===== config.mk =====
export PLATFORM = sky130hd
export DESIGN_NAME = multicycle_ctrl
export DESIGN_NICKNAME = d
export VERILOG_FILES = /design/src/rtl/multicycle_ctrl_pkg.sv /design/src/rtl/multicycle_ctrl_outdec.sv /design/src/rtl/multicycle_ctrl.sv
export SDC_FILE = /design/constraint.sdc
export NUM_CORES = 1
export LEC_CHECK = 0
export BUFFER_PORTS_ARGS = -buffer_cell sky130_fd_sc_hd__buf_2
export CORE_ASPECT_RATIO = 1.25
export CORE_UTILIZATION = 55
export CTS_BUF_LIST = sky130_fd_sc_hd__clkbuf_4 sky130_fd_sc_hd__clkbuf_8
export CTS_CLUSTER_SIZE = 8
export DETAILED_ROUTE_END_ITERATION = 10
export PLACE_DENSITY = 0.84
export SYNTH_ARGS = -nofsm -noshare
export SYNTH_HDL_FRONTEND = slang
export SYNTH_SLANG_ARGS = --single-unit

===== constraint.sdc =====
create_clock -name clk -period 4 [get_ports clk]
set_input_delay 0 -clock clk [delete_from_list [all_inputs] [get_ports clk]]
set_output_delay 0 -clock clk [all_outputs]
set_load 0.01 [all_outputs]

===== src/rtl/multicycle_ctrl_pkg.sv =====
// Purpose: shared opcodes, FSM state encoding and datapath select codes for the multicycle control.
// Latency: n/a (constants, types and one pure decode function only).
// Backpressure: n/a. MULTICYCLE_ILLEGAL_TRAP_EN adds the TRAP state to the encoding.
package multicycle_ctrl_pkg;

    // Opcode field IR[31:26]
    localparam logic [5:0] OP_RTYPE = 6'b000000;
    localparam logic [5:0] OP_LW    = 6'b100011;
    localparam logic [5:0] OP_SW    = 6'b101011;
    localparam logic [5:0] OP_BEQ   = 6'b000100;
    localparam logic [5:0] OP_ADDI  = 6'b001000;
    localparam logic [5:0] OP_J     = 6'b000010;

    // ALU operation select, shared with the ALU control block
    localparam logic [1:0] ALU_OP_ADD   = 2'b00;
    localparam logic [1:0] ALU_OP_SUB   = 2'b01;
    localparam logic [1:0] ALU_OP_FUNCT = 2'b10;

    // PC input select
    localparam logic [1:0] PC_SRC_ALU    = 2'b00;
    localparam logic [1:0] PC_SRC_ALUOUT = 2'b01;
    localparam logic [1:0] PC_SRC_JUMP   = 2'b10;

    // ALU B operand select
    localparam logic [1:0] ALUB_SRC_B        = 2'b00;
    localparam logic [1:0] ALUB_SRC_FOUR     = 2'b01;
    localparam logic [1:0] ALUB_SRC_SIMM     = 2'b10;
    localparam logic [1:0] ALUB_SRC_SIMM_SH2 = 2'b11;

    typedef enum logic [3:0] {
        S_FETCH  = 4'd0,
        S_DECODE = 4'd1,
        S_MEMADR = 4'd2,
        S_MEMRD  = 4'd3,
        S_MEMWB  = 4'd4,
        S_MEMWR  = 4'd5,
        S_EXEC   = 4'd6,
        S_ALUWB  = 4'd7,
        S_BRANCH = 4'd8,
        S_ADDIEX = 4'd9,
        S_ADDIWB = 4'd10,
        S_JUMP   = 4'd11
`ifdef MULTICYCLE_ILLEGAL_TRAP_EN
        ,
        S_TRAP   = 4'd12
`endif
    } state_t;

    // True for every opcode the FSM knows how to sequence
    function automatic logic op_decoded(input logic [5:0] op);
        return (op == OP_RTYPE) || (op == OP_LW) || (op == OP_SW) ||
               (op == OP_BEQ) || (op == OP_ADDI) || (op == OP_J);
    endfunction

endpackage


===== src/rtl/multicycle_ctrl_outdec.sv =====
// Purpose: Moore decode of FSM state (plus mem_ready in FETCH) into every datapath control line.
// Latency: purely combinational, zero cycles.
// Backpressure: FETCH gates ir_write/pc_write with mem_ready; other states ignore it.
module multicycle_ctrl_outdec
    import multicycle_ctrl_pkg::*;
(
    input  state_t     state,
    input  logic       mem_ready,
    output logic       pc_write,
    output logic       pc_write_cond,
    output logic       iord,
    output logic       mem_read,
    output logic       mem_write,
    output logic       ir_write,
    output logic       mem_to_reg,
    output logic       reg_dst,
    output logic       reg_write,
    output logic       alu_src_a,
    output logic [1:0] alu_src_b,
    output logic [1:0] alu_op,
    output logic [1:0] pc_source
);

    // Everything defaults low; each state raises only the lines it owns
    always_comb begin
        pc_write      = 1'b0;
        pc_write_cond = 1'b0;
        iord          = 1'b0;
        mem_read      = 1'b0;
        mem_write     = 1'b0;
        ir_write      = 1'b0;
        mem_to_reg    = 1'b0;
        reg_dst       = 1'b0;
        reg_write     = 1'b0;
        alu_src_a     = 1'b0;
        alu_src_b     = ALUB_SRC_B;
        alu_op        = ALU_OP_ADD;
        pc_source     = PC_SRC_ALU;
        case (state)
            S_FETCH: begin
                // PC+4 is computed every fetch cycle but only committed with the IR
                mem_read  = 1'b1;
                alu_src_b = ALUB_SRC_FOUR;
                ir_write  = mem_ready;
                pc_write  = mem_ready;
            end
            S_DECODE: begin
                alu_src_b = ALUB_SRC_SIMM_SH2;
            end
            S_MEMADR: begin
                alu_src_a = 1'b1;
                alu_src_b = ALUB_SRC_SIMM;
            end
            S_MEMRD: begin
                mem_read = 1'b1;
                iord     = 1'b1;
            end
            S_MEMWB: begin
                reg_write  = 1'b1;
                mem_to_reg = 1'b1;
            end
            S_MEMWR: begin
                mem_write = 1'b1;
                iord      = 1'b1;
            end
            S_EXEC: begin
                alu_src_a = 1'b1;
                alu_op    = ALU_OP_FUNCT;
            end
            S_ALUWB: begin
                reg_write = 1'b1;
                reg_dst   = 1'b1;
            end
            S_BRANCH: begin
                alu_src_a     = 1'b1;
                alu_op        = ALU_OP_SUB;
                pc_write_cond = 1'b1;
                pc_source     = PC_SRC_ALUOUT;
            end
            S_ADDIEX: begin
                alu_src_a = 1'b1;
                alu_src_b = ALUB_SRC_SIMM;
            end
            S_ADDIWB: begin
                reg_write = 1'b1;
            end
            S_JUMP: begin
                pc_write  = 1'b1;
                pc_source = PC_SRC_JUMP;
            end
            default: begin
                // TRAP (when built in) drives nothing
            end
        endcase
    end

endmodule


===== src/rtl/multicycle_ctrl.sv =====
// Purpose: multicycle MIPS-subset main control FSM with retired-instruction counter.
// Latency: lw 5, sw/R/addi 4, beq/j 3 cycles; outputs combinational from state.
// Backpressure: stalls in FETCH/MEMRD/MEMWR until mem_ready. MULTICYCLE_ILLEGAL_TRAP_EN enables the TRAP state.
module multicycle_ctrl
    import multicycle_ctrl_pkg::*;
#(
    parameter int CNT_W   = 32,
    parameter int STATE_W = 4
) (
    input  logic               clk,
    input  logic               rst,
    input  logic [5:0]         op,
    input  logic               mem_ready,
    output logic               pc_write,
    output logic               pc_write_cond,
    output logic               iord,
    output logic               mem_read,
    output logic               mem_write,
    output logic               ir_write,
    output logic               mem_to_reg,
    output logic               reg_dst,
    output logic               reg_write,
    output logic               alu_src_a,
    output logic [1:0]         alu_src_b,
    output logic [1:0]         alu_op,
    output logic [1:0]         pc_source,
    output logic [CNT_W-1:0]   instr_count,
    output logic [STATE_W-1:0] state,
    output logic               illegal_op
);

    state_t cur_state;
    logic   retire;

    // Flag the edge that leaves the last state of an instruction
    always_comb begin
        retire = 1'b0;
        case (cur_state)
            S_MEMWB, S_ALUWB, S_BRANCH, S_ADDIWB, S_JUMP: retire = 1'b1;
            S_MEMWR:  retire = mem_ready;
`ifdef MULTICYCLE_ILLEGAL_TRAP_EN
            S_DECODE: retire = 1'b0;
`else
            // Unknown opcodes behave as a two-cycle NOP and still retire
            S_DECODE: retire = ~op_decoded(op);
`endif
            default:  retire = 1'b0;
        endcase
    end

`ifdef MULTICYCLE_ILLEGAL_TRAP_EN
    logic illegal_q;
    assign illegal_op = illegal_q;
`else
    assign illegal_op = 1'b0;
`endif

    // State sequencing, retire counter and sticky illegal flag
    always_ff @(posedge clk) begin
        if (!rst) begin
            cur_state   <= S_FETCH;
            instr_count <= '0;
`ifdef MULTICYCLE_ILLEGAL_TRAP_EN
            illegal_q   <= 1'b0;
`endif
        end else begin
            if (retire) begin
                instr_count <= instr_count + CNT_W'(1);
            end
            case (cur_state)
                S_FETCH: if (mem_ready) cur_state <= S_DECODE;
                S_DECODE: begin
                    if (op == OP_LW || op == OP_SW) cur_state <= S_MEMADR;
                    else if (op == OP_RTYPE)        cur_state <= S_EXEC;
                    else if (op == OP_BEQ)          cur_state <= S_BRANCH;
                    else if (op == OP_ADDI)         cur_state <= S_ADDIEX;
                    else if (op == OP_J)            cur_state <= S_JUMP;
                    else begin
`ifdef MULTICYCLE_ILLEGAL_TRAP_EN
                        cur_state <= S_TRAP;
                        illegal_q <= 1'b1;
`else
                        cur_state <= S_FETCH;
`endif
                    end
                end
                // IR is held stable, so op still distinguishes lw from sw here
                S_MEMADR: cur_state <= (op == OP_LW) ? S_MEMRD : S_MEMWR;
                S_MEMRD:  if (mem_ready) cur_state <= S_MEMWB;
                S_MEMWB:  cur_state <= S_FETCH;
                S_MEMWR:  if (mem_ready) cur_state <= S_FETCH;
                S_EXEC:   cur_state <= S_ALUWB;
                S_ALUWB:  cur_state <= S_FETCH;
                S_BRANCH: cur_state <= S_FETCH;
                S_ADDIEX: cur_state <= S_ADDIWB;
                S_ADDIWB: cur_state <= S_FETCH;
                S_JUMP:   cur_state <= S_FETCH;
`ifdef MULTICYCLE_ILLEGAL_TRAP_EN
                S_TRAP:   cur_state <= S_TRAP;
`endif
                default:  cur_state <= S_FETCH;
            endcase
        end
    end

    assign state = STATE_W'(cur_state);

    multicycle_ctrl_outdec u_outdec (
        .state         (cur_state),
        .mem_ready     (mem_ready),
        .pc_write      (pc_write),
        .pc_write_cond (pc_write_cond),
        .iord          (iord),
        .mem_read      (mem_read),
        .mem_write     (mem_write),
        .ir_write      (ir_write),
        .mem_to_reg    (mem_to_reg),
        .reg_dst       (reg_dst),
        .reg_write     (reg_write),
        .alu_src_a     (alu_src_a),
        .alu_src_b     (alu_src_b),
        .alu_op        (alu_op),
        .pc_source     (pc_source)
    );

endmodule


==> flow_results.xml, run 1 <==
<?xml version="1.0" encoding="UTF-8"?>
<metrics>
  <group name="sta">
    <metric name="maxSlewHeadroom" unit="">0.366</metric>
    <metric name="finalHoldWorstSlack" unit="ps">112</metric>
    <metric name="slew_of_the_pin_with_the_lowest_slew_margin" unit="ps">944</metric>
    <metric name="layout_setup_ws" unit="ps">1630</metric>
    <metric name="timing.fmax" unit="GHz">0.422</metric>
    <metric name="slew_viol_final" unit="">0</metric>
    <metric name="hold_violations" unit="">0</metric>
    <metric name="totalNegativeSetupSlack" unit="ps">0</metric>
    <metric name="unrepaired_setup_endpoints_after_global_routing" unit="">no</metric>
    <metric name="fin_crit" unit="ps">2370</metric>
    <metric name="final-setup-viol-count" unit="">0</metric>
    <metric name="clock_skew" unit="ps">8.64</metric>
    <metric name="post-route-period-util" unit="">0.593</metric>
  </group>
  <group name="cts">
    <metric name="htreeDepth" unit="">2</metric>
    <metric name="clock_path_buffers" unit="">2</metric>
    <metric name="cts_post_setup_buffers_inserted" unit="">0</metric>
    <metric name="cts_resized" unit="">0</metric>
    <metric name="tritoncts_clock_tree" unit="">done</metric>
    <metric name="root_buffer" unit="">sky130_fd_sc_hd__clkbuf_8</metric>
    <metric name="clk_pin_slew_worst_paths" unit="ps">70</metric>
    <metric name="number_of_cts_inserted_buffers" unit="">5</metric>
    <metric name="worst_skew_pair.late_latency" unit="ps">290</metric>
    <metric name="clock-sinks" unit="">36</metric>
  </group>
  <group name="place">
    <metric name="dp_worst_setup_slack" unit="ps">1660</metric>
    <metric name="buffer_ports.inserted" unit="">60</metric>
    <metric name="gp_routability_congestion" unit="">0.763</metric>
    <metric name="post-dp-hpwl" unit="um">3590</metric>
    <metric name="detailed_place.area" unit="um2">2440</metric>
    <metric name="place.detailed.instances" unit="">374</metric>
  </group>
  <group name="yosys">
    <metric name="synth_area_leader_cell" unit="">sky130_fd_sc_hd__dfxtp_1</metric>
    <metric name="syn_nets" unit="">292</metric>
    <metric name="synth_ff_type" unit="">sky130_fd_sc_hd__dfxtp_1</metric>
    <metric name="synthMostInstantiatedCell" unit="">sky130_fd_sc_hd__a21oi_1</metric>
    <metric name="synthDominantCellAreaShare" unit="">0.329</metric>
    <metric name="number_of_register_bits_inferred_by_synthesis" unit="">36</metric>
    <metric name="netlist_top_cells_count" unit="">sky130_fd_sc_hd__a21oi_1 (38), sky130_fd_sc_hd__dfxtp_1 (36), sky130_fd_sc_hd__nand2_1 (25), sky130_fd_sc_hd__o21ai_0 (20), sky130_fd_sc_hd__or3_1 (17)</metric>
    <metric name="synth-edff-count" unit="">0</metric>
    <metric name="postSynthCellCount" unit="">282</metric>
    <metric name="synth.yosys.seq_area_share" unit="">0.329</metric>
    <metric name="synth_area" unit="um2">2190</metric>
    <metric name="yosys_synthesis_warning_count" unit="">0</metric>
    <metric name="synth-async-reset-ratio" unit="">0</metric>
    <metric name="synth.top_cells.by_area" unit="">sky130_fd_sc_hd__dfxtp_1 (33%), sky130_fd_sc_hd__a21oi_1 (8.7%), sky130_fd_sc_hd__or3_1 (4.9%), sky130_fd_sc_hd__o21ai_0 (4.6%), sky130_fd_sc_hd__or4_1 (4.5%)</metric>
    <metric name="synth_area_per_cell" unit="um2">7.76</metric>
    <metric name="synth.distinct_cells" unit="">53</metric>
  </group>
  <group name="floorplanning">
    <metric name="chipHeight" unit="um">72.5</metric>
    <metric name="die_w" unit="um">58.4</metric>
    <metric name="core_area" unit="um2">3780</metric>
    <metric name="core.rowCount" unit="">25</metric>
    <metric name="starting_density_of_the_core" unit="">0.578</metric>
    <metric name="die_area" unit="um2">4240</metric>
    <metric name="design.portCount" unit="">62</metric>
  </group>
  <group name="global_route">
    <metric name="wire_length_of_the_first_global_routing_pass" unit="um">8600</metric>
    <metric name="global_route.usage.total" unit="">0.256</metric>
    <metric name="grt_start_max_net_pins" unit="">63</metric>
    <metric name="global_route.overflow_total" unit="">0</metric>
    <metric name="first_global_vias" unit="">1982</metric>
    <metric name="initial_antenna_violation_count" unit="">0</metric>
  </group>
  <group name="cells_and_area">
    <metric name="nets" unit="">338</metric>
    <metric name="stdcell_count" unit="">382</metric>
    <metric name="drive_above_1_share" unit="">0.244</metric>
    <metric name="postLayoutCellArea" unit="um2">2530</metric>
    <metric name="flow.area_growth_from_synthesis" unit="%">15.5</metric>
    <metric name="antenna-diode-count" unit="">0</metric>
  </group>
  <group name="status">
    <metric name="run_status" unit="">complete, no violations</metric>
  </group>
  <group name="critical_path">
    <metric name="endpoint_kind" unit="">flip-flop</metric>
    <metric name="cp_data_required_time" unit="ps">4190</metric>
    <metric name="endpoint_arrival_time_on_the_critical_path" unit="ps">2560</metric>
    <metric name="critPathLaunchType" unit="">flip-flop</metric>
    <metric name="critPathMaxFanout" unit="">62</metric>
    <metric name="timing.setup.critical_path_class" unit="">reg2reg</metric>
  </group>
  <group name="routing">
    <metric name="post-route-drc-count" unit="">0</metric>
    <metric name="average_wire_length_per_cell_after_detail_routing" unit="um">13.6</metric>
    <metric name="dr.pass1.iters" unit="">4</metric>
    <metric name="num_vias" unit="">2254</metric>
    <metric name="iter_0_drt_violations" unit="">131</metric>
    <metric name="wl" unit="um">5200</metric>
    <metric name="post_drt_via_cell_ratio" unit="">5.90</metric>
    <metric name="ant_nets" unit="">0</metric>
  </group>
  <group name="power">
    <metric name="share_clk_of_total_power" unit="">0.365</metric>
    <metric name="max-vdd-ir-drop" unit="mV">0.148</metric>
    <metric name="cellInternalPower" unit="mW">0.509</metric>
    <metric name="p_leak" unit="nW">0.967</metric>
    <metric name="p_sw_frac" unit="">0.254</metric>
    <metric name="power_per_cell_area" unit="nW/um2">270</metric>
    <metric name="comb_power_share" unit="">0.096</metric>
    <metric name="net-switching-power" unit="mW">0.173</metric>
    <metric name="sequentialPowerShare" unit="">0.539</metric>
  </group>
  <group name="min_path">
    <metric name="hold_path_class" unit="">in2reg</metric>
  </group>
  <group name="flow_run">
    <metric name="max_cap_viol_count" unit="">0</metric>
  </group>
</metrics>
[area by class of cell]
| class | count | area (um2) |
|---|---|---|
| clock buffers | 6 | 76.3 |
| clock inverters | 1 | 5.00 |
| fillers | 357 | 1260 |
| inverters | 9 | 33.8 |
| multi-input cells | 215 | 1310 |
| flip-flops and latches | 36 | 721 |
| well taps | 54 | 67.6 |
| repair buffers | 61 | 310 |
[layout by cell type (no fill, tap or decap), drive strengths merged, types with 6 or more instances in the layout]
| master | n |
|---|---|
| clkbuf | 6 |
| a21oi | 38 |
| nor2 | 12 |
| or4 | 13 |
| inv | 8 |
| nand2 | 27 |
| o31ai | 12 |
| nand3 | 13 |
| or3 | 17 |
| nor3 | 9 |
| dfxtp | 36 |
| o21ai | 21 |
| nand4 | 9 |
| buf | 60 |
[per-layer routing]
| layer | share of wire | GRT usage |
|---|---|---|
| met2 | 0.52 | 0.462 |
| met4 | 0.016 | 0.0952 |
| met3 | 0.043 | 0.0570 |
| met5 | 0 | 0 |
| met1 | 0.42 | 0.290 |
[path summary, 6_finish.rpt]
check                                                   from                            to  slack, ps  depth (start not counted)
worst min register to register  instr_count[27]$_SDFFE_PN0P_  instr_count[27]$_SDFFE_PN0P_        490                          2
worst min-delay path                               mem_ready         state[2]$_SDFFE_PN0P_        110                          4
worst max-delay path                   state[1]$_SDFFE_PN0P_   instr_count[5]$_SDFFE_PN0P_       1630                          5
worst max register to register         state[1]$_SDFFE_PN0P_   instr_count[5]$_SDFFE_PN0P_       1630                          5
[metrics by stage]
stage	util	total power [mW]
after floorplan	-	0.429
final	0.668	0.683
after CTS	0.668	0.686
after global placement	0.644	0.439
after global routing	0.668	0.706
after detailed placement	0.644	0.441
[kinds of logic (layout without fill, tap and decap cells)]
logic type,count (synthesis),count (layout),share of synthesized area
and+or+nand+nor,126,126,0.350
AOI/OAI and AO/OA,82,82,0.221
DFF,36,36,0.329
buffers and inverters,31,77,0.0703
xor gates and xnor gates,3,3,0.0120
adders and majority gates,2,2,0.0103
other,1,1,0.00171
muxes,1,1,0.00457
[worst max-delay path, cell delays in order, from the launching register on]
cell                      delay, ps
sky130_fd_sc_hd__dfxtp_1        700
sky130_fd_sc_hd__or2b_2         280
sky130_fd_sc_hd__a21oi_1         90
sky130_fd_sc_hd__o221a_4        480
sky130_fd_sc_hd__or4_1          550
sky130_fd_sc_hd__a21oi_1        160
[registers in the layout (all words and copies together), names as in the netlist]
name	cells
state	4
instr_count	32
[power groups by stage]
stage	Clock [mW]	Combinational [mW]	Sequential, mW
finish	0.249	0.0655	0.368
global route	0.264	0.0731	0.369
CTS	0.253	0.0657	0.368
detailed placement	0	0.0645	0.376
global placement	0	0.0635	0.376
floorplan	0	0.0537	0.375
[timing repair]
item | CTS | global route
setup endpoints to repair | 0 | 0
endpoints found under the hold margin | 1 | 0
hold buffers | 1 | 0
Note: power is estimated with default switching activity, not from simulation.
==> inputs of run 2 (changes only) <==
- CORE_UTILIZATION: 55 -> 49
- PLACE_DENSITY: 0.84 -> 0.79
- clock period: 4 -> 2 ns (I/O delays scaled with it)
==> run 2 against run 1 <==
Non-clock buffer count up 29. Hold slack improved by 3.0 ps. Maximum frequency up 22%. Design area up 13%. Combinational power increased to 3.1 times the previous value. Cell count increased by 8.6%. Clock power grew 130%. Utilization up 1.5 points. Via count is 12% higher. Critical endpoint is now instr_count[11]$_SDFFE_PN0P_.
==> flow_results.xml, run 2 (synthesis results as in run 1) <==
<?xml version="1.0" encoding="UTF-8"?>
<metrics>
  <group name="global_route">
    <metric name="initial_antenna_violation_count" unit="">0</metric>
    <metric name="first_global_vias" unit="">2051</metric>
    <metric name="global_route.overflow_total" unit="">0</metric>
    <metric name="grt_start_max_net_pins" unit="">44</metric>
    <metric name="wire_length_of_the_first_global_routing_pass" unit="um">8650</metric>
    <metric name="global_route.usage.total" unit="">0.236</metric>
  </group>
  <group name="routing">
    <metric name="wl_met1" unit="um">2400</metric>
    <metric name="iter_0_drt_violations" unit="">212</metric>
    <metric name="wl" unit="um">6020</metric>
    <metric name="post-route-drc-count" unit="">0</metric>
    <metric name="post_drt_via_cell_ratio" unit="">6.07</metric>
    <metric name="route.top_layer_used" unit="">met4</metric>
    <metric name="wl_met3" unit="um">355</metric>
    <metric name="ant_nets" unit="">0</metric>
    <metric name="num_vias" unit="">2517</metric>
    <metric name="wl_met2" unit="um">3090</metric>
    <metric name="average_wire_length_per_cell_after_detail_routing" unit="um">14.5</metric>
    <metric name="dr.pass1.iters" unit="">4</metric>
  </group>
  <group name="critical_path">
    <metric name="crit_buf_inv" unit="">0</metric>
    <metric name="delay_contributed_by_the_slowest_stage_of_the_critical_path" unit="ps">540</metric>
    <metric name="timing.setup.critical_path_class" unit="">reg2reg</metric>
    <metric name="cp_data_required_time" unit="ps">2220</metric>
    <metric name="critPathMaxFanout" unit="">21</metric>
    <metric name="timing.rr.start" unit="">state[3]$_SDFFE_PN0P_</metric>
    <metric name="critPathLaunchType" unit="">flip-flop</metric>
    <metric name="slowest_stage" unit="">sky130_fd_sc_hd__or4_1</metric>
    <metric name="endpoint_kind" unit="">flip-flop</metric>
    <metric name="endpoint_arrival_time_on_the_critical_path" unit="ps">2160</metric>
    <metric name="path_cells" unit="">and4bb_1, a21oi_2, o221a_4, or4_1, a21oi_1</metric>
    <metric name="crit_path_start" unit="">state[3]$_SDFFE_PN0P_</metric>
    <metric name="critical-path-top-delay-family" unit="">simple AND/OR/NAND/NOR gates</metric>
  </group>
  <group name="cells_and_area">
    <metric name="flow.area_growth_from_synthesis" unit="%">30.9</metric>
    <metric name="register_area" unit="um2">721</metric>
    <metric name="stdcell_count" unit="">415</metric>
    <metric name="num-fill-cells" unit="">354</metric>
    <metric name="max_flop_register" unit="">instr_count</metric>
    <metric name="utilization" unit="">0.683</metric>
    <metric name="nets" unit="">369</metric>
    <metric name="largest_reg_flops" unit="">32</metric>
    <metric name="most-common-layout-cells" unit="">sky130_fd_sc_hd__buf_2 (60), sky130_fd_sc_hd__a21oi_1 (37), sky130_fd_sc_hd__dfxtp_1 (36)</metric>
    <metric name="most_common_cell_after_layout_fill_and_taps_aside" unit="">sky130_fd_sc_hd__buf_2</metric>
    <metric name="multi_input_comb_area" unit="um2">1400</metric>
    <metric name="antenna-diode-count" unit="">0</metric>
    <metric name="drive_above_1_share" unit="">0.323</metric>
  </group>
  <group name="min_path">
    <metric name="hold_path_class" unit="">in2reg</metric>
    <metric name="holdCritStartpoint" unit="">mem_ready</metric>
  </group>
  <group name="sta">
    <metric name="hold_violations" unit="">0</metric>
    <metric name="final-setup-viol-count" unit="">0</metric>
    <metric name="fin_crit" unit="ps">1940</metric>
    <metric name="slew_viol_final" unit="">0</metric>
    <metric name="post-route-period-util" unit="">0.971</metric>
    <metric name="slew_of_the_pin_with_the_lowest_slew_margin" unit="ps">649</metric>
    <metric name="clock_skew" unit="ps">6.25</metric>
    <metric name="timing.fmax" unit="GHz">0.515</metric>
    <metric name="totalNegativeSetupSlack" unit="ps">0</metric>
    <metric name="finalHoldWorstSlack" unit="ps">115</metric>
    <metric name="maxSlewHeadroom" unit="">0.565</metric>
  </group>
  <group name="power">
    <metric name="max-vdd-ir-drop" unit="mV">0.275</metric>
    <metric name="p_leak" unit="nW">1.17</metric>
    <metric name="power_per_cell_area" unit="nW/um2">525</metric>
    <metric name="total_power" unit="mW">1.50</metric>
  </group>
  <group name="place">
    <metric name="buffer_ports.inserted" unit="">60</metric>
    <metric name="place.detailed.instances" unit="">402</metric>
    <metric name="gp_routability_congestion" unit="">0.854</metric>
    <metric name="post-dp-hpwl" unit="um">3960</metric>
  </group>
  <group name="cts">
    <metric name="number_of_cts_inserted_buffers" unit="">5</metric>
    <metric name="clk_pin_slew_worst_paths" unit="ps">70</metric>
    <metric name="root_buffer" unit="">sky130_fd_sc_hd__clkbuf_8</metric>
    <metric name="htreeDepth" unit="">2</metric>
    <metric name="clock-sinks" unit="">36</metric>
    <metric name="clock_path_buffers" unit="">2</metric>
    <metric name="tritoncts_clock_tree" unit="">done</metric>
    <metric name="worst_skew_pair.late_latency" unit="ps">300</metric>
  </group>
  <group name="floorplanning">
    <metric name="die_area" unit="um2">4740</metric>
    <metric name="core_area" unit="um2">4200</metric>
    <metric name="chipHeight" unit="um">76.7</metric>
    <metric name="design.portCount" unit="">62</metric>
    <metric name="starting_density_of_the_core" unit="">0.521</metric>
    <metric name="die_w" unit="um">61.8</metric>
    <metric name="core.rowCount" unit="">26</metric>
  </group>
  <group name="status">
    <metric name="run_status" unit="">complete, no violations</metric>
  </group>
  <group name="flow_run">
    <metric name="max_cap_viol_count" unit="">0</metric>
  </group>
</metrics>
## run 2: path summary, 6_finish.rpt
path,end,slack [ps],cells past startpoint
worst max register to register,instr_count[11]$_SDFFE_PN0P_,60,5
worst min-delay path,state[2]$_SDFFE_PN0P_,110,4
worst max-delay path,instr_count[11]$_SDFFE_PN0P_,60,5
worst min register to register,instr_count[31]$_SDFFE_PN0P_,470,2
## run 2: where the power goes
| part | internal, mW | switching, mW | total [mW] |
|---|---|---|---|
| Sequential | 0.722 | 0.00453 | 0.727 |
| Clock | 0.307 | 0.269 | 0.576 |
| Combinational | 0.0861 | 0.115 | 0.201 |
## run 2: per-layer routing
layer / global-route usage / up-vias
li1: - / 1216
met5: 0 / -
met2: 0.406 / 99
met4: 0.116 / 0
met3: 0.0573 / 15
met1: 0.255 / 1187
## run 2: metrics by stage
stage	area [um2]	setup slack (ps)
after global placement	2650	62.6
after detailed placement	2650	67.6
final	2870	57.3
after floorplan	2190	25.2
after global routing	2870	-49.9
after CTS	2750	46.0
## run 2: timing repair
action	CTS	global route
buffers inserted	0	3
resized for setup	0	10
hold endpoints to repair	1	0
hold buffers	1	0
setup endpoints to repair	0	23
## run 2: final cells by class
| type | instances | area share |
|---|---|---|
| multi-input combinational | 217 | 0.490 |
| inverter | 9 | 0.0118 |
| timing repair buffer | 90 | 0.189 |
| sequential | 36 | 0.252 |
| clock buffer | 7 | 0.0336 |
| tap | 56 | 0.0245 |
## run 2: worst min-delay path: cells and delay by family
family / cells / cell delay, ps
compound gates: 1 / 60
simple gates: 1 / 70
buf+inv: 2 / 230
==> inputs of run 3 (changes only) <==
- SETUP_SLACK_MARGIN: unset -> 0.4
==> run 3 against run 2 <==
Global-route usage grew 8.0 points. Utilization rose by 11 points. Sequential share of layout area is 1.7 points lower. Largest power group unchanged. Hold slack improved by 31 ps. Cell count is 3.9% higher. Design area up 16%. Clock power grew 16%. Combinational power rose by 31%. First-iteration DRC count up 1.9%. Register-to-register slack gained 60 ps. Via count increased by 13%. Sequential power fell by 1%.
==> flow_results.xml, run 3 (synthesis results as in run 1) <==
<?xml version="1.0" encoding="UTF-8"?>
<metrics>
  <group name="status">
    <metric name="run_status" unit="">complete, no violations</metric>
  </group>
  <group name="min_path">
    <metric name="hold_path_class" unit="">in2reg</metric>
  </group>
  <group name="critical_path">
    <metric name="endpoint_kind" unit="">flip-flop</metric>
    <metric name="cp_data_required_time" unit="ps">2240</metric>
    <metric name="path_cells" unit="">and4_4, and3_4, nand4_1, or4b_4, a21oi_2</metric>
    <metric name="slowest_stage" unit="">sky130_fd_sc_hd__or4b_4</metric>
    <metric name="delay_contributed_by_the_slowest_stage_of_the_critical_path" unit="ps">580</metric>
    <metric name="critPathMaxFanout" unit="">7</metric>
    <metric name="crit_buf_inv" unit="">0</metric>
    <metric name="critical-path-top-delay-family" unit="">simple AND/OR/NAND/NOR gates</metric>
    <metric name="critPathLaunchType" unit="">flip-flop</metric>
    <metric name="endpoint_arrival_time_on_the_critical_path" unit="ps">2120</metric>
    <metric name="timing.setup.critical_path_class" unit="">reg2reg</metric>
  </group>
  <group name="power">
    <metric name="sequentialPowerShare" unit="">0.435</metric>
    <metric name="power_per_cell_area" unit="nW/um2">498</metric>
    <metric name="share_clk_of_total_power" unit="">0.405</metric>
    <metric name="net-switching-power" unit="mW">0.449</metric>
    <metric name="total_power" unit="mW">1.65</metric>
    <metric name="cellInternalPower" unit="mW">1.20</metric>
    <metric name="max-vdd-ir-drop" unit="mV">0.360</metric>
    <metric name="p_sw_frac" unit="">0.272</metric>
    <metric name="p_leak" unit="nW">1.29</metric>
    <metric name="comb_power_share" unit="">0.160</metric>
  </group>
  <group name="cells_and_area">
    <metric name="largest_reg_flops" unit="">32</metric>
    <metric name="utilization" unit="">0.790</metric>
    <metric name="flow.area_growth_from_synthesis" unit="%">51.6</metric>
    <metric name="most-common-layout-cells" unit="">sky130_fd_sc_hd__buf_2 (60), sky130_fd_sc_hd__buf_4 (34), sky130_fd_sc_hd__a21oi_1 (33)</metric>
    <metric name="postLayoutCellArea" unit="um2">3320</metric>
    <metric name="max_flop_register" unit="">instr_count</metric>
    <metric name="antenna-diode-count" unit="">0</metric>
    <metric name="drive_above_1_share" unit="">0.493</metric>
    <metric name="most_common_cell_after_layout_fill_and_taps_aside" unit="">sky130_fd_sc_hd__buf_2</metric>
    <metric name="nets" unit="">384</metric>
  </group>
  <group name="floorplanning">
    <metric name="starting_density_of_the_core" unit="">0.521</metric>
    <metric name="die_w" unit="um">61.8</metric>
    <metric name="chipHeight" unit="um">76.7</metric>
    <metric name="core.rowCount" unit="">26</metric>
    <metric name="core_area" unit="um2">4200</metric>
    <metric name="die_area" unit="um2">4740</metric>
    <metric name="design.portCount" unit="">62</metric>
  </group>
  <group name="global_route">
    <metric name="routing_layer_with_the_top_usage_in_global_route" unit="">met2</metric>
    <metric name="grt_start_max_net_pins" unit="">22</metric>
    <metric name="first_global_vias" unit="">2422</metric>
    <metric name="global_route.usage.total" unit="">0.315</metric>
    <metric name="global_route.overflow_total" unit="">0</metric>
    <metric name="global_route.usage.met1" unit="">0.353</metric>
    <metric name="grt_util_met3" unit="">0.0556</metric>
    <metric name="wire_length_of_the_first_global_routing_pass" unit="um">11400</metric>
    <metric name="initial_antenna_violation_count" unit="">0</metric>
    <metric name="met2_usage" unit="">0.549</metric>
  </group>
  <group name="sta">
    <metric name="post-route-period-util" unit="">0.940</metric>
    <metric name="fin_crit" unit="ps">1880</metric>
    <metric name="finalHoldWorstSlack" unit="ps">146</metric>
    <metric name="hold_violations" unit="">0</metric>
    <metric name="totalNegativeSetupSlack" unit="ps">0</metric>
    <metric name="unrepaired_setup_endpoints_after_global_routing" unit="">yes</metric>
    <metric name="clock_skew" unit="ps">9.16</metric>
    <metric name="slew_of_the_pin_with_the_lowest_slew_margin" unit="ps">508</metric>
    <metric name="final-setup-viol-count" unit="">0</metric>
    <metric name="maxSlewHeadroom" unit="">0.659</metric>
    <metric name="slew_viol_final" unit="">0</metric>
    <metric name="timing.fmax" unit="GHz">0.532</metric>
  </group>
  <group name="routing">
    <metric name="num_vias" unit="">2848</metric>
    <metric name="average_wire_length_per_cell_after_detail_routing" unit="um">19.4</metric>
    <metric name="post_drt_via_cell_ratio" unit="">6.61</metric>
    <metric name="dr.pass1.iters" unit="">6</metric>
    <metric name="post-route-drc-count" unit="">0</metric>
    <metric name="ant_nets" unit="">0</metric>
    <metric name="iter_0_drt_violations" unit="">216</metric>
    <metric name="wl" unit="um">8380</metric>
  </group>
  <group name="cts">
    <metric name="clk_pin_slew_worst_paths" unit="ps">80</metric>
    <metric name="root_buffer" unit="">sky130_fd_sc_hd__clkbuf_8</metric>
    <metric name="clock-sinks" unit="">36</metric>
    <metric name="htreeDepth" unit="">2</metric>
    <metric name="number_of_cts_inserted_buffers" unit="">5</metric>
    <metric name="worst_skew_pair.late_latency" unit="ps">300</metric>
    <metric name="tritoncts_clock_tree" unit="">done</metric>
    <metric name="clock_path_buffers" unit="">2</metric>
  </group>
  <group name="place">
    <metric name="post-dp-hpwl" unit="um">3770</metric>
    <metric name="gp_routability_congestion" unit="">0.901</metric>
    <metric name="buffer_ports.inserted" unit="">60</metric>
    <metric name="detailed_place.area" unit="um2">2560</metric>
  </group>
  <group name="flow_run">
    <metric name="max_cap_viol_count" unit="">0</metric>
  </group>
</metrics>
run 3: cell types whose count changed in the layout (fill, tap and decap cells not counted), moves of 3 or more:
| cell | delta |
|---|---|
| sky130_fd_sc_hd__a21oi_1 | -4 |
| sky130_fd_sc_hd__a21oi_2 | +3 |
| sky130_fd_sc_hd__buf_4 | +6 |
| sky130_fd_sc_hd__buf_6 | +4 |
| sky130_fd_sc_hd__dfxtp_1 | -23 |
| sky130_fd_sc_hd__dfxtp_2 | +11 |
| sky130_fd_sc_hd__dfxtp_4 | +12 |
| sky130_fd_sc_hd__o21ai_0 | -4 |
| sky130_fd_sc_hd__o21ai_1 | +4 |
| sky130_fd_sc_hd__o221a_4 | +4 |
| sky130_fd_sc_hd__o31ai_1 | -8 |
| sky130_fd_sc_hd__o31ai_2 | +7 |
| sky130_fd_sc_hd__or4_1 | -4 |
| sky130_fd_sc_hd__or4_4 | +4 |
run 3: worst paths after layout:
kind / from / to / slack (ps) / cells past startpoint
min reg2reg: instr_count[24]$_SDFFE_PN0P_ / instr_count[24]$_SDFFE_PN0P_ / 500 / 2
max: instr_count[14]$_SDFFE_PN0P_ / instr_count[30]$_SDFFE_PN0P_ / 120 / 5
min: mem_ready / state[2]$_SDFFE_PN0P_ / 150 / 4
max reg2reg: instr_count[14]$_SDFFE_PN0P_ / instr_count[30]$_SDFFE_PN0P_ / 120 / 5
run 3: timing repair:
action	4_1_cts	5_1_grt
resized for setup	40	37
pin swaps	39	21
cloned	6	1
buffers inserted	20	9
endpoints found under the hold margin	1	0
endpoints found under the setup margin	33	34
hold buffers	1	0
run 3: power by group through the flow:
stage,clock (mW),combinational (mW),sequential (mW)
5_1_grt,0.704,0.276,0.720
6_report,0.670,0.264,0.719
2_1_floorplan,0,0.110,0.748
3_5_place_dp,0,0.137,0.749
3_3_place_gp,0,0.135,0.748
4_1_cts,0.662,0.227,0.724
run 3: through the flow:
stage | setup slack, ps | std cells
6_report | 119 | 431
5_1_grt | 40.9 | 431
4_1_cts | 198 | 421
3_5_place_dp | 7.28 | 386
3_3_place_gp | 62.5 | 386
2_1_floorplan | 192 | 282
run 3: final cells by class:
cell class	instances	area (um2)
inverter	9	33.8
clock inverter	2	35.0
tap	56	70.1
sequential	36	779
timing repair buffer	101	651
clock buffer	6	76.3
multi-input combinational	221	1670
fill	275	880
run 3: tightest hold or removal path: stages:
cell	delay, ps
sky130_fd_sc_hd__buf_2	190
sky130_fd_sc_hd__inv_1	80
sky130_fd_sc_hd__nand2_1	70
sky130_fd_sc_hd__a21oi_1	60
run 3: layer usage:
layer / vias up / part of all wire
met5: - / 0
met4: 0 / 0.058
met2: 196 / 0.51
li1: 1265 / -
met3: 52 / 0.063
met1: 1335 / 0.37
